$ cat config.mk
export PLATFORM = sky130hd
export DESIGN_NAME = fifo
export DESIGN_NICKNAME = d
export VERILOG_FILES = /design/src/rtl/fifo.sv
export SDC_FILE = /design/constraint.sdc
export NUM_CORES = 1
export LEC_CHECK = 0
export BUFFER_PORTS_ARGS = -buffer_cell sky130_fd_sc_hd__buf_2
export CORE_MARGIN = 8
export CORE_UTILIZATION = 50
export CTS_BUF_LIST = sky130_fd_sc_hd__clkbuf_16
export DETAILED_ROUTE_END_ITERATION = 10
export HOLD_SLACK_MARGIN = 0.06
export PLACE_DENSITY = 0.68
export SYNTH_ARGS = -nofsm -noshare
export SYNTH_HDL_FRONTEND = slang
export SYNTH_SLANG_ARGS = --single-unit
$ cat constraint.sdc
create_clock -name clk -period 5.27 [get_ports clk]
set_clock_uncertainty 0.05 [all_clocks]
set_input_delay 0.2635 -clock clk [delete_from_list [all_inputs] [get_ports clk]]
set_output_delay 0.2635 -clock clk [all_outputs]
set_load 0.02 [all_outputs]
$ cat src/rtl/fifo.sv
`default_nettype none
// ============================================================================
// Module   : fifo
// Brief    : Single-clock FIFO, one push or pop per enabled edge (rnw selects).
// Revision : 1.0 - initial release
// ============================================================================
module fifo #(
    parameter int DATA_WIDTH = 4,
    parameter int DEPTH      = 8,
    parameter int ADDR_WIDTH = 3
) (
    input  logic                  clk,
    input  logic                  rst,
    input  logic                  enable,
    input  logic                  rnw,
    input  logic [DATA_WIDTH-1:0] in,
    output logic [DATA_WIDTH-1:0] out,
    output logic                  full,
    output logic                  empty
);

    localparam logic [ADDR_WIDTH:0] c_FULL_COUNT = (ADDR_WIDTH+1)'(DEPTH);

    logic [DATA_WIDTH-1:0] mem_q [DEPTH];

    logic [ADDR_WIDTH-1:0] wr_ptr_q, wr_ptr_d;
    logic [ADDR_WIDTH-1:0] rd_ptr_q, rd_ptr_d;
    logic [ADDR_WIDTH:0]   count_q,  count_d;
    logic [DATA_WIDTH-1:0] out_q,    out_d;

    logic w_push;
    logic w_pop;

    assign empty = (count_q == '0);
    assign full  = (count_q == c_FULL_COUNT);
    assign out   = out_q;

    // Requests against a full/empty queue are silently dropped.
    assign w_push = enable &&  rnw && !full;
    assign w_pop  = enable && !rnw && !empty;

    always_comb begin
        wr_ptr_d = wr_ptr_q;
        rd_ptr_d = rd_ptr_q;
        count_d  = count_q;
        out_d    = out_q;
        if (w_push) begin
            wr_ptr_d = wr_ptr_q + ADDR_WIDTH'(1);
            count_d  = count_q + (ADDR_WIDTH+1)'(1);
        end else if (w_pop) begin
            out_d    = mem_q[rd_ptr_q];
            rd_ptr_d = rd_ptr_q + ADDR_WIDTH'(1);
            count_d  = count_q - (ADDR_WIDTH+1)'(1);
        end
    end

    always_ff @(posedge clk or posedge rst) begin
        if (rst) begin
            wr_ptr_q <= '0;
            rd_ptr_q <= '0;
            count_q  <= '0;
            out_q    <= '0;
        end else begin
            wr_ptr_q <= wr_ptr_d;
            rd_ptr_q <= rd_ptr_d;
            count_q  <= count_d;
            out_q    <= out_d;
        end
    end

    // Storage is intentionally not reset; occupancy alone defines valid entries.
    always_ff @(posedge clk) begin
        if (w_push) begin
            mem_q[wr_ptr_q] <= in;
        end
    end

endmodule
`default_nettype wire

==> impl_metrics.tcl <==
set metrics [dict create \
    min_path_type "in2reg" \
    dieArea_sq_mm 0.00622 \
    insertedDiodeCount 0 \
    firstDrtPassIters 4 \
    p_comb_frac 0.252 \
    grt.total_usage 0.115 \
    wl_per_cell_um 16.6 \
    synthAdderAreaFrac 0.0354 \
    cap_violations 0 \
    drc 0 \
    worstPathArrival_ns 2.44 \
    clock_latency_ns 0.29 \
    post_cts_buffers 0 \
    dp_hpwl_mm 2.28 \
    tns_ns 0 \
    p_seq_frac 0.463 \
    ys_ff_latch 46 \
    synth_top_cell_by_area "edfxtp_1" \
    yosys.cell_types.count 25 \
    p_total_mw 1.24 \
    routed_wl_mm 3.20 \
    synthXorXnorAreaFrac 0.0354 \
    drt-initial-drc-count 60 \
    crit_path_end_kind "flip-flop" \
    critical_path_peak_fanout 10 \
    cts_sinks 46 \
    synthMuxAreaShare 0.149 \
    tightest_slew_ns 0.983 \
    cts_tree "built" \
    setup_viol 0 \
    syn_area_sq_mm 0.00198 \
    synthCells 124 \
    maxSlewViolCount 0 \
    synthArstFlopShare 0.304 \
    avgSynthCellArea_sq_um 15.9 \
    rsz0062_at_grt "no" \
    die_y_um 78.9 \
    synthFlopType "edfxtp_1" \
    drive_above_1_share 0.217 \
    cts_max_path_buffers 2 \
    fmax_ghz 0.438 \
    status "finished, final reports clean" \
    placed_area_sq_mm 0.00206 \
    power_frac_clock 0.285 \
    ant_nets 0 \
    core_area_sq_mm 0.00391 \
    place.gp.congestion 0.775 \
    cts.repair.resized 0 \
    grt_pass1_vias 1029 \
    die_w_um 78.9 \
    synth_top_family_by_area "multiplexers" \
    required_ns 5.43 \
    p_sw_mw 0.377 \
    cp-start-kind "flip-flop" \
    grt_pass1_wl_mm 5.25 \
    synth_top_area_share 0.486 \
    synthSimpleGateAreaFrac 0.0709 \
    ir_drop_uv 203 \
    yosys-top-cells-area "edfxtp_1 (49%), dfrtp_1 (18%), mux2i_1 (8.6%)" \
    portBuffers 13 \
    root_buffer "clkbuf_16" \
    num_rows 23 \
    num-nets-final 155 \
    syn_to_final_growth_pct 13.2 \
    fin_area_sq_mm 0.00224 \
    io_pins 14 \
    numCtsBuffers 5 \
    synth_compound_area_frac 0.0190 \
    ys.warnings.count 0 \
    grt_start_max_net_pins 19 \
    p_leak_nw 0.873 \
    overflow 0 \
    critical_path_class "reg2reg" \
    start_util 0.505 \
    hold_viol_final 0 \
    switching_share 0.305 \
    htreeDepth 2 \
    via_count 1016 \
    synth-edff-count 32 \
    post-route-period-util 0.434 \
    antenna_found_initial 0 \
    internal-power_mw 0.858 \
    p_per_area_mw_per_mm2 552 \
    slew_headroom 0.345 \
    yosysSeqAreaShare 0.663 \
    drt-vias-per-instance 5.26 \
    cts.reportedPaths.clkPinSlew_ns 0.06 \
    min_period_ns 2.28 \
    syn_nets 137 \
]
[kinds of logic after synthesis]
| family | count (synthesis) |
|---|---|
| xor gates and xnor gates | 8 |
| adders and majority gates | 5 |
| DFF | 46 |
| and+or+nand+nor | 28 |
| AOI/OAI and AO/OA | 7 |
| buffers and inverters | 6 |
| muxes | 24 |
[power groups by stage]
| stage | Sequential, mW | Clock, mW | Combinational (mW) |
|---|---|---|---|
| finish | 0.572 | 0.352 | 0.312 |
| floorplan | 0.551 | 0 | 0.279 |
| global placement | 0.575 | 0 | 0.302 |
| CTS | 0.574 | 0.361 | 0.315 |
| detailed placement | 0.581 | 0 | 0.313 |
| global route | 0.589 | 0.372 | 0.343 |
[layer usage]
layer	global-route usage	up-vias	wire length, um
met4	0.0611	0	67
li1	-	491	-
met1	0.137	499	1440
met5	0	-	0
met3	0.0440	7	129
met2	0.177	19	1570
[area by class of cell]
| class | count | area [sq um] |
|---|---|---|
| fillers | 323 | 1680 |
| clock buffers | 5 | 125 |
| inverters | 3 | 11.3 |
| flip-flops and latches | 46 | 1310 |
| multi-input cells | 72 | 612 |
| well taps | 50 | 62.6 |
| clock inverters | 3 | 41.3 |
| repair buffers | 14 | 75.1 |
[worst paths after layout]
path / from / to / slack (ns) / cells past startpoint
min in group asynchronous: rst / rd_ptr_q[2] / 0.51 / 3
max reg2reg: count_q[0] / count_q[3] / 2.99 / 8
min reg2reg: out[0] / out[0] / 0.43 / 2
max: count_q[0] / count_q[3] / 2.99 / 8
min: in[0] / mem_q[0][0] / 0.21 / 1
max in group asynchronous: rst / out[0] / 4.29 / 3
[synthesized netlist by cell type, types with 2 or more instances]
| cell type | n |
|---|---|
| buf_6 | 2 |
| nand2b_1 | 2 |
| mux2i_1 | 17 |
| nor3_1 | 5 |
| nor2_1 | 3 |
| xnor2_1 | 5 |
| mux4_2 | 4 |
| dfrtp_1 | 14 |
| inv_1 | 2 |
| ha_1 | 4 |
| a21oi_1 | 2 |
| nand2_1 | 13 |
| mux2_2 | 3 |
| xor2_1 | 3 |
| o21ai_1 | 4 |
| edfxtp_1 | 32 |
[registers in the layout, summed over array words and instances, names as in the netlist]
signal and cells:
mem_q 32, count_q 4, out 4, rd_ptr_q 3
wr_ptr_q 3
[worst max-delay path, stage by stage (launching register included)]
cell,delay (ns)
dfrtp_1,0.45
nor3_1,0.34
a21oi_1,0.19
inv_2,0.20
ha_1,0.26
a21o_1,0.17
a21oi_1,0.16
mux2i_1,0.23
xor2_1,0.15
[through the flow]
step                      hold slack, ns  setup WS [ns]  cells   util
after floorplan                    0.103           3.21    124      -
after global placement             0.262           3.07    184  0.527
after detailed placement           0.284           3.02    184  0.527
after CTS                          0.204           3.00    193  0.572
after global routing               0.223           2.77    193  0.572
final                              0.210           2.99    193  0.572
[layout by cell type, fill, tap and decap left out, types with 4 or more instances in the layout]
cell and count:
mux2i_1 17, xnor2_1 5, clkbuf_16 5, edfxtp_1 32
nand2_1 13, dfrtp_1 14, mux4_2 4, o21ai_1 4
ha_1 4, buf_2 13, nor3_1 5
[repair_timing]
item                       CTS  global route
hold endpoints to repair    14             0
hold buffers                 1             0
setup endpoints to repair    0             0
No activity file was read; power rests on OpenSTA's default activity.
